`config.mk`:
```
export PLATFORM = sky130hd
export DESIGN_NAME = huffman_pair_sequencer_flat
export DESIGN_NICKNAME = d
export VERILOG_FILES = /design/src/rtl/huffman_pair_sequencer_pkg.sv /design/src/rtl/huffman_pair_sequencer_if.sv /design/src/rtl/huffman_pair_sequencer_lut.sv /design/src/rtl/huffman_pair_sequencer.sv /design/src/flat_wrapper.sv
export SDC_FILE = /design/constraint.sdc
export NUM_CORES = 1
export LEC_CHECK = 0
export ABC_CLOCK_PERIOD_IN_PS = 2500
export CAP_MARGIN = 5
export CORE_ASPECT_RATIO = 0.5
export CORE_UTILIZATION = 35
export DETAILED_ROUTE_END_ITERATION = 8
export GPL_TIMING_DRIVEN = 0
export HOLD_SLACK_MARGIN = 0.1
export PLACE_DENSITY_LB_ADDON = 0.05
export SLEW_MARGIN = 20
export SYNTH_ARGS = -nofsm -noshare
export SYNTH_HDL_FRONTEND = slang
export SYNTH_SLANG_ARGS = --single-unit
```
`constraint.sdc`:
```
create_clock -name clk_in -period 2.5 [get_ports clk_in]
set_input_delay 0.25 -clock clk_in [delete_from_list [all_inputs] [get_ports clk_in]]
set_output_delay 0.25 -clock clk_in [all_outputs]
set_load 0.05 [all_outputs]
```
`src/rtl/huffman_pair_sequencer_pkg.sv`:
```
// huff_pkg: shared sizes, EOB constants and FSM state type for the Huffman pair sequencer.
// No ports; imported by the interface, the LUT and the sequencer top.
package huff_pkg;
    localparam int MAX_PAIRS = 64;
    localparam int ADDR_W    = 6;
    localparam int VAL_W     = 8;
    localparam int CODE_W    = 16;
    localparam int CNT_W     = 7;
    localparam logic [VAL_W-1:0] EOB_VALUE = '0;
    localparam logic [VAL_W-1:0] EOB_COUNT = '0;
    typedef enum logic [2:0] {IDLE, READ, LOOKUP, EMIT, FINISH} state_t;
endpackage

```
`src/rtl/huffman_pair_sequencer_if.sv`:
```
// huffman_pair_sequencer_if: pair-memory read port plus the code valid/ready stream.
// master = sequencer side (drives rd_en/rd_addr/code_out/code_valid),
// slave  = memory + packer side (drives rd_value/rd_count/code_ready).
interface huffman_pair_sequencer_if;
    import huff_pkg::*;
    logic              rd_en;
    logic [ADDR_W-1:0] rd_addr;
    logic [VAL_W-1:0]  rd_value;
    logic [VAL_W-1:0]  rd_count;
    logic [CODE_W-1:0] code_out;
    logic              code_valid;
    logic              code_ready;
    modport master (
        output rd_en, rd_addr, code_out, code_valid,
        input  rd_value, rd_count, code_ready
    );
    modport slave (
        input  rd_en, rd_addr, code_out, code_valid,
        output rd_value, rd_count, code_ready
    );
endinterface

```
`src/rtl/huffman_pair_sequencer_lut.sv`:
```
// huffman_lut: combinational (value, count) -> 16-bit Huffman code table.
// Ports: value, count (VAL_W each) in; huff_code (CODE_W) out.
// The EOB pair maps to the 4-bit code 1010; any other pair packs the
// run/value nibbles into a fixed-length code.
module huffman_lut
    import huff_pkg::*;
(
    input  logic [VAL_W-1:0]  value,
    input  logic [VAL_W-1:0]  count,
    output logic [CODE_W-1:0] huff_code
);
    assign huff_code = (value == EOB_VALUE && count == EOB_COUNT) ? 16'h000A
                     : {count[3:0], value, count[7:4]} ^ 16'h8001;
endmodule

```
`src/rtl/huffman_pair_sequencer.sv`:
```
// huffman_pair_sequencer: walks a block of (value, count) pairs through huffman_lut and streams the codes.
// Ports: clk_in, rst_in (async, active-high); start/num_pairs begin a block, abort cancels it;
// bus (master modport) carries the pair-memory read port and the code valid/ready stream;
// busy is high outside IDLE, done pulses for one cycle at completion, code_count holds codes emitted.
module huffman_pair_sequencer
    import huff_pkg::*;
(
    input  logic                     clk_in,
    input  logic                     rst_in,
    input  logic                     start,
    input  logic                     abort,
    input  logic [CNT_W-1:0]         num_pairs,
    huffman_pair_sequencer_if.master bus,
    output logic                     busy,
    output logic                     done,
    output logic [CNT_W-1:0]         code_count
);
    state_t            state, state_nx;
    logic [CNT_W-1:0]  n;
    logic [CNT_W-1:0]  n_clamp;
    logic [ADDR_W-1:0] index;
    logic              eob_flag;
    logic              handshake;
    logic              last;
    logic [CODE_W-1:0] lut_code;

    huffman_lut u_lut (
        .value     (bus.rd_value),
        .count     (bus.rd_count),
        .huff_code (lut_code)
    );

    assign n_clamp   = (num_pairs > CNT_W'(MAX_PAIRS)) ? CNT_W'(MAX_PAIRS) : num_pairs;
    assign handshake = bus.code_valid && bus.code_ready;
    // index is only ever compared while n >= 1, so n - 1 cannot underflow here
    assign last      = eob_flag || ({1'b0, index} == n - CNT_W'(1));

    always_ff @(posedge clk_in or posedge rst_in)
        if (rst_in) state <= IDLE;
        else        state <= state_nx;

    always_comb begin
        state_nx = state;
        if (abort) state_nx = IDLE;
        else case (state)
            IDLE:    if (start) state_nx = (n_clamp == '0) ? FINISH : READ;
            READ:    state_nx = LOOKUP;
            LOOKUP:  state_nx = EMIT;
            EMIT:    if (handshake) state_nx = last ? FINISH : READ;
            FINISH:  state_nx = IDLE;
            default: state_nx = IDLE;
        endcase
    end

    always_comb begin
        busy = state != IDLE;
        done = state == FINISH;
    end

    // rd_en is a one-cycle strobe: cleared every edge unless a fetch is issued
    always_ff @(posedge clk_in or posedge rst_in) begin
        if (rst_in) begin
            bus.rd_en      <= 1'b0;
            bus.rd_addr    <= '0;
            bus.code_out   <= '0;
            bus.code_valid <= 1'b0;
            code_count     <= '0;
            n              <= '0;
            index          <= '0;
            eob_flag       <= 1'b0;
        end else begin
            bus.rd_en <= 1'b0;
            if (abort) begin
                bus.code_valid <= 1'b0;
            end else if (state == IDLE && start) begin
                n           <= n_clamp;
                index       <= '0;
                code_count  <= '0;
                bus.rd_en   <= n_clamp != '0;
                bus.rd_addr <= '0;
            end else if (state == LOOKUP) begin
                bus.code_out   <= lut_code;
                bus.code_valid <= 1'b1;
                eob_flag       <= bus.rd_value == EOB_VALUE && bus.rd_count == EOB_COUNT;
            end else if (state == EMIT && handshake) begin
                bus.code_valid <= 1'b0;
                code_count     <= code_count + CNT_W'(1);
                if (!last) begin
                    index       <= index + ADDR_W'(1);
                    bus.rd_en   <= 1'b1;
                    bus.rd_addr <= index + ADDR_W'(1);
                end
            end
        end
    end
endmodule
```
`src/flat_wrapper.sv`:
```
// flat-port wrapper written by rule: the top's interface ports become plain ports
module huffman_pair_sequencer_flat import huff_pkg::*;
  (clk_in, rst_in, start, abort, num_pairs, busy, done, code_count, bus_rd_en, bus_rd_addr, bus_code_out, bus_code_valid, bus_rd_value, bus_rd_count, bus_code_ready);
  huffman_pair_sequencer_if bus_i ();
  input  logic clk_in;
  input  logic rst_in;
  input  logic start;
  input  logic abort;
  input  logic [CNT_W-1:0] num_pairs;
  output logic busy;
  output logic done;
  output logic [CNT_W-1:0] code_count;
  output wire logic [$bits(bus_i.rd_en)-1:0] bus_rd_en;
  output wire logic [$bits(bus_i.rd_addr)-1:0] bus_rd_addr;
  output wire logic [$bits(bus_i.code_out)-1:0] bus_code_out;
  output wire logic [$bits(bus_i.code_valid)-1:0] bus_code_valid;
  input wire logic [$bits(bus_i.rd_value)-1:0] bus_rd_value;
  input wire logic [$bits(bus_i.rd_count)-1:0] bus_rd_count;
  input wire logic [$bits(bus_i.code_ready)-1:0] bus_code_ready;
  assign bus_rd_en = bus_i.rd_en;
  assign bus_rd_addr = bus_i.rd_addr;
  assign bus_code_out = bus_i.code_out;
  assign bus_code_valid = bus_i.code_valid;
  assign bus_i.rd_value = bus_rd_value;
  assign bus_i.rd_count = bus_rd_count;
  assign bus_i.code_ready = bus_code_ready;
  huffman_pair_sequencer u_core (.clk_in(clk_in), .rst_in(rst_in), .start(start), .abort(abort), .num_pairs(num_pairs), .bus(bus_i), .busy(busy), .done(done), .code_count(code_count));
endmodule
```
==> results of run 1 <==
[how the worst max path moves through the flow]
stage                                       from                                 to  slack, ns  depth (start not counted)
2_1_floorplan  u_core.bus.rd_addr[5]$_DFFE_PP0P_        u_core.state[0]$_DFFE_PP0P_       0.45                          6
3_3_place_gp             u_core.n[0]$_DFFE_PP0P_        u_core.state[0]$_DFFE_PP0P_       0.19                          8
3_5_place_dp             u_core.n[0]$_DFFE_PP0P_        u_core.state[0]$_DFFE_PP0P_       0.17                          8
4_1_cts                  u_core.n[0]$_DFFE_PP0P_        u_core.state[0]$_DFFE_PP0P_       0.15                          8
5_1_grt                  u_core.n[0]$_DFFE_PP0P_  u_core.bus.rd_addr[4]$_DFFE_PP0P_       0.02                          8
6_report                 u_core.n[0]$_DFFE_PP0P_  u_core.bus.rd_addr[4]$_DFFE_PP0P_       0.19                          8
[layout by cell type (no fill, tap or decap), types with 3 or more instances in the layout]
| cell | n |
|---|---|
| nor4_1 | 7 |
| or3_1 | 8 |
| nand3b_1 | 8 |
| a21oi_1 | 10 |
| xnor2_1 | 5 |
| clkbuf_16 | 5 |
| o21ai_0 | 11 |
| ha_1 | 3 |
| nand2_1 | 29 |
| clkbuf_1 | 5 |
| nor3_1 | 3 |
| nand4_1 | 3 |
| o22ai_1 | 3 |
| inv_1 | 6 |
| clkdlybuf4s50_1 | 60 |
| nor2_1 | 13 |
| a22o_1 | 10 |
| or2_2 | 3 |
| dfrtp_1 | 42 |
| xor2_1 | 9 |
| nand3_1 | 5 |
[metrics by stage]
stage               instance area [um^2]  hold slack, ns  setup slack, ns  std cells
finish                              2960           0.286            0.192        351
global route                        2960           0.341           0.0188        351
CTS                                 2960           0.297            0.151        351
detailed placement                  2790           0.463            0.170        343
global placement                    2770           0.459            0.188        342
floorplan                           2080           0.355            0.452        209
[state kept, by name, indices dropped and copies added (netlist names)]
name / count
u_core.bus.code_out: 16
u_core.bus.code_valid: 1
u_core.bus.rd_addr: 6
u_core.bus.rd_en: 1
u_core.code_count: 7
u_core.eob_flag: 1
u_core.n: 7
u_core.state: 3
[kinds of logic after synthesis]
kind of cell               after synthesis
xor gates and xnor gates                14
DFF                                     42
and+or+nand+nor                         95
buffers and inverters                   13
adders and majority gates                3
AOI/OAI and AO/OA                       42
[what timing repair did]
| item | CTS | global route |
|---|---|---|
| endpoints found under the hold margin | 0 | 0 |
| setup endpoints to repair | 0 | 2 |
| gates resized for setup | 0 | 1 |
[report_power, final]
group	leakage, nW	internal [mW]	total, mW	switching [mW]
clock network	0.0836	0.467	0.730	0.262
registers	0.546	0.822	0.954	0.132
logic	0.616	0.428	1.13	0.698
total	1.24	1.72	2.81	1.09
[layout make-up]
type                       count  area [um^2]  area share (%)
timing repair buffer          61          621            20.9
tap                           73         91.3            3.08
clock inverter                 3         40.0            1.35
buffer                         6         23.8           0.802
sequential                    42         1050            35.5
inverter                       7         26.3           0.886
multi-input combinational    154          986            33.3
clock buffer                   5          125            4.22
[critical path, cell delays in order (launching register included)]
cell      delay [ns]
dfrtp_1         0.43
inv_1           0.10
ha_1            0.27
xor2_1          0.18
o22ai_1         0.12
a221oi_2        0.43
o31ai_4         0.19
or3_1           0.37
a21oi_1         0.14
[layer usage]
metal  wire length [um]  track usage (%)
met4                 32             5.21
met2               2220             26.6
met3                324             5.51
met5                  0                0
met1               2390             22.7
==> reports/summary.txt, run 1 <==
CP Data Arrival Time -> 2.51 ns
global-route wire length before repair -> 8.33 mm
RSZ-0062 raised after global routing -> no
# setup viols final -> 0
die height -> 56.5 um
EDFF count, synth -> 0
number of CTS-inserted buffers -> 5
Tcrit/Tclk final -> 92.3%
Leak -> 1.24 nW
DR pass1 iterations -> 6
Post-CTS Setup Bufs -> 0
number of cell rows -> 19
critical register-to-register path startpoint -> u_core.n[0]$_DFFE_PP0P_
routed wire length per instance -> 14.2 um
DR vias/cell -> 5.22
Slew @ Worst Pin -> 0.617 ns
htree depth -> 2
Worst Reg2Reg Path Length in Cells -> 8
Synth cell types -> 38
DP HPWL -> 3.59 mm
CP Class -> reg2reg
Seq cells post-synth -> 42
Worst setup SP type -> register
Synth Warn # -> 0
multiplexer area fraction after synthesis -> 0%
DR vias -> 1832
main combinational cell family by area after synthesis -> simple AND/OR/NAND/NOR gates
Total GRT Usage -> 17.1%
# hold bufs at CTS -> 0
clock slew at reported path FFs -> 0.06 ns
Max Slew Vio Count -> 0
Buffers on Ports -> 60
setup_tns -> 0 ns
Max-Cap Viols -> 0
synth top area cells -> dfrtp_1 (50%), nand2_1 (5.2%), a22o_1 (4.2%)
Peak Freq -> 433 MHz
largest area contributor in the netlist -> dfrtp_1
ANT cells -> 0
R2R Setup Slk -> 0.19 ns
outcome -> finished, violations left
Post-Syn Area -> 0.00208 mm^2
xor-xnor portion of the synthesized cell area -> 5.89%
Avg Inst Size Synth -> 9.96 um^2
Compound-Gate Fraction of Synth Area -> 14.5%
die width -> 111 um
largest net degree at the start of global routing -> 25
FFs w/ async S/R, synth -> 100%
DRC errors left -> 2
fraction of the mapped netlist area in simple logic gates -> 24.9%
Max Clock Skew -> 0.00727 ns
final core utilization -> 52.8%
most common cell in the netlist -> dfrtp_1
Synth top area share -> 50.5%
Area Growth Syn to Fin -> 42.4%
Critical Path RT -> 2.70 ns
Fin. Hold Viols -> 0
Rel. slew slack -> 58.7%
Post-Synth Adder-Cell Area -> 1.80%
Syn Inst Count -> 209
ys flop type -> dfrtp_1
Initial Utilization -> 37.1%
DRT iter0 DRCs -> 83
violated checks -> design-rule violations
number of fill cells in the layout -> 546
Final Wtd Congestion -> 0.778
Hold Crit Class -> in2async
remaining global-route overflow -> 0
time the worst path needs with I/O delays and setup -> 2.31 ns
proportion of layout cells with a drive suffix above 1 -> 7.55%
Worst Setup End Kind -> register
crit-path max FO -> 10
Syn Nets -> 240
initial antenna violation count -> 0
TritonCTS clock tree -> yes
Seq/Total Area, Yosys -> 50.5%
CTS max path bufs -> 2
vias in the first global route -> 1739
Core ar. -> 0.00561 mm^2
Clock Tree Root -> clkbuf_16
FF-to-FF End -> u_core.bus.rd_addr[4]$_DFFE_PP0P_
power per cell area -> 948 mW/mm^2
Design Power -> 2.81 mW
Ports -> 61
Detail Route Antenna Nets -> 0
latest clock arrival within the worst-skew pair -> 0.28 ns
final wirelength -> 4.97 mm
Worst VDD drop -> 0.539 mV
leading cell types by count after synthesis -> dfrtp_1 (42), nand2_1 (29), nor2_1 (13)
Die Area -> 0.00628 mm^2
Nets -> 308
CTS Sinks -> 42
Note: power is estimated with default switching activity, not from simulation.
==> run 2, diff against run 1 <==
--- a/config.mk
+++ b/config.mk
@@ -5,7 +5,7 @@
 export SDC_FILE = /design/constraint.sdc
 export NUM_CORES = 1
 export LEC_CHECK = 0
-export ABC_CLOCK_PERIOD_IN_PS = 2500
+export ABC_CLOCK_PERIOD_IN_PS = 2600
 export CAP_MARGIN = 5
 export CORE_ASPECT_RATIO = 0.5
 export CORE_UTILIZATION = 35
==> constraint.sdc (replaced) <==
create_clock -name clk_in -period 2.6 [get_ports clk_in]
set_input_delay 0.26 -clock clk_in [delete_from_list [all_inputs] [get_ports clk_in]]
set_output_delay 0.26 -clock clk_in [all_outputs]
set_load 0.05 [all_outputs]
==> reports/summary.txt, run 2 (synthesis gave the netlist of run 1 again) <==
clock slew at reported path FFs -> 0.06 ns
most common cell after layout, fill and taps aside -> clkdlybuf4s50_1
# setup viols final -> 0
internal power -> 1.65 mW
Post-CTS Setup Bufs -> 0
Peak Freq -> 422 MHz
Fin. Hold Viols -> 0
Max-Cap Viols -> 0
Final Wtd Congestion -> 0.778
die height -> 56.5 um
Detail Route Antenna Nets -> 0
Sequential Power Share -> 34.1%
Switching Fraction -> 38.8%
Max stage delay on crit path -> 0.49 ns
Die Area -> 0.00628 mm^2
proportion of layout cells with a drive suffix above 1 -> 7.19%
Tcrit/Tclk final -> 91.2%
initial antenna violation count -> 0
Clock Tree Root -> clkbuf_16
post-cts sizing count -> 0
CP Data Arrival Time -> 2.54 ns
DRT iter0 DRCs -> 74
DR pass1 iterations -> 6
worst path buffer plus inverter count -> 1
Critical Path RT -> 2.77 ns
number of CTS-inserted buffers -> 5
Nets -> 308
Buffers on Ports -> 60
Fin Hold WS -> 0.297 ns
time the worst path needs with I/O delays and setup -> 2.37 ns
DRC errors left -> 2
CTS Sinks -> 42
RSZ-0062 raised after global routing -> no
die width -> 111 um
Total GRT Usage -> 17.1%
Initial Utilization -> 37.1%
violated checks -> design-rule violations
Max Clock Skew -> 0.00776 ns
power per cell area -> 910 mW/mm^2
Area Growth Syn to Fin -> 42.1%
most frequent cells in the layout -> clkdlybuf4s50_1 (60), dfrtp_1 (42), nand2_1 (29), nor2_1 (13), o21ai_0 (11)
Top Registers -> u_core.bus.code_out: 16 flops, u_core.code_count: 7 flops, u_core.n: 7 flops
Rel. slew slack -> 58.7%
crit-path max FO -> 5
vias in the first global route -> 1739
htree depth -> 2
CP Class -> reg2reg
Hold Crit Class -> in2async
CP top delay family -> simple AND/OR/NAND/NOR gates
outcome -> finished, violations left
max FFs per register -> 16
Worst VDD drop -> 0.520 mV
clock share of power -> 26.0%
Leak -> 1.24 nW
routed wire length per instance -> 14.0 um
setup_tns -> 0 ns
DP HPWL -> 3.59 mm
# hold bufs at CTS -> 0
latest clock arrival within the worst-skew pair -> 0.28 ns
Largest Register -> u_core.bus.code_out
Max Slew Vio Count -> 0
largest net degree at the start of global routing -> 25
DR vias/cell -> 5.20
Worst path slowest cell -> nor3_1
R2R Setup Slk -> 0.23 ns
TritonCTS clock tree -> yes
Slew @ Worst Pin -> 0.617 ns
Core ar. -> 0.00561 mm^2
Ports -> 61
global-route wire length before repair -> 8.33 mm
CTS max path bufs -> 2
switching power -> 1.04 mW
Worst Setup End Kind -> register
crit path cell chain -> inv_1 -> ha_1 -> nor3b_1 -> xnor2_1 -> a41oi_2 -> nor3_1 -> nand3_1 -> a21o_1
ANT cells -> 0
number of cell rows -> 19
Worst setup SP type -> register
combinational power share -> 39.9%
DR vias -> 1824
remaining global-route overflow -> 0
final wirelength -> 4.93 mm
## run 2: worst reg2reg max path, cell delays in order (launching register included)
cell     delay (ns)
dfrtp_1        0.43
inv_1          0.10
ha_1           0.27
nor3b_1        0.28
xnor2_1        0.18
a41oi_2        0.19
nor3_1         0.49
nand3_1        0.14
a21o_1         0.19
## run 2: layer usage
layer  global-route usage [%]  wire [um]  vias to the layer above  part of all wire [%]
met3                     5.51        328                        2                   6.7
met2                     26.6       2200                       56                    45
li1                         -          -                      893                     -
met5                        0          0                        -                     0
met1                     22.7       2370                      873                    48
met4                     5.21         22                        0                  0.45
## run 2: per-stage QoR
step / setup slack [ns] / power [mW] / util (%) / std cells / cell area, um^2
CTS: 0.251 / 2.72 / 52.7 / 351 / 2960
detailed placement: 0.270 / 2.00 / 49.8 / 343 / 2790
finish: 0.228 / 2.69 / 52.7 / 351 / 2960
floorplan: 0.552 / 1.64 / - / 209 / 2080
global placement: 0.288 / 1.99 / 49.4 / 342 / 2770
global route: 0.0548 / 2.84 / 52.7 / 351 / 2960
## run 2: final timing paths
path                                                    startpoint                            endpoint  depth (start not counted)
worst max-delay path                       u_core.n[0]$_DFFE_PP0P_         u_core.state[0]$_DFFE_PP0P_                          8
worst max register to register             u_core.n[0]$_DFFE_PP0P_         u_core.state[0]$_DFFE_PP0P_                          8
worst min-delay path                                        rst_in  u_core.bus.code_out[9]$_DFFE_PP0P_                          2
min in group clk_in             u_core.bus.code_out[4]$_DFFE_PP0P_  u_core.bus.code_out[4]$_DFFE_PP0P_                          2
max in group asynchronous                                   rst_in         u_core.state[0]$_DFFE_PP0P_                          3
worst min register to register  u_core.bus.code_out[4]$_DFFE_PP0P_  u_core.bus.code_out[4]$_DFFE_PP0P_                          2
## run 2: power by group through the flow
| stage | clock network (mW) | logic [mW] | registers (mW) |
|---|---|---|---|
| floorplan | 0 | 0.360 | 1.28 |
| global placement | 0 | 1.06 | 0.925 |
| detailed placement | 0 | 1.08 | 0.924 |
| CTS | 0.721 | 1.08 | 0.918 |
| global route | 0.759 | 1.14 | 0.940 |
| finish | 0.701 | 1.07 | 0.917 |
## run 2: area by class of cell
class / instances / area [um^2]
Fill cell: 546 / 2650
Clock inverter: 3 / 40.0
Buffer: 6 / 23.8
Sequential cell: 42 / 1050
Tap cell: 73 / 91.3
Inverter: 7 / 26.3
Clock buffer: 5 / 125
Timing Repair Buffer: 61 / 621
Multi-Input combinational cell: 154 / 981
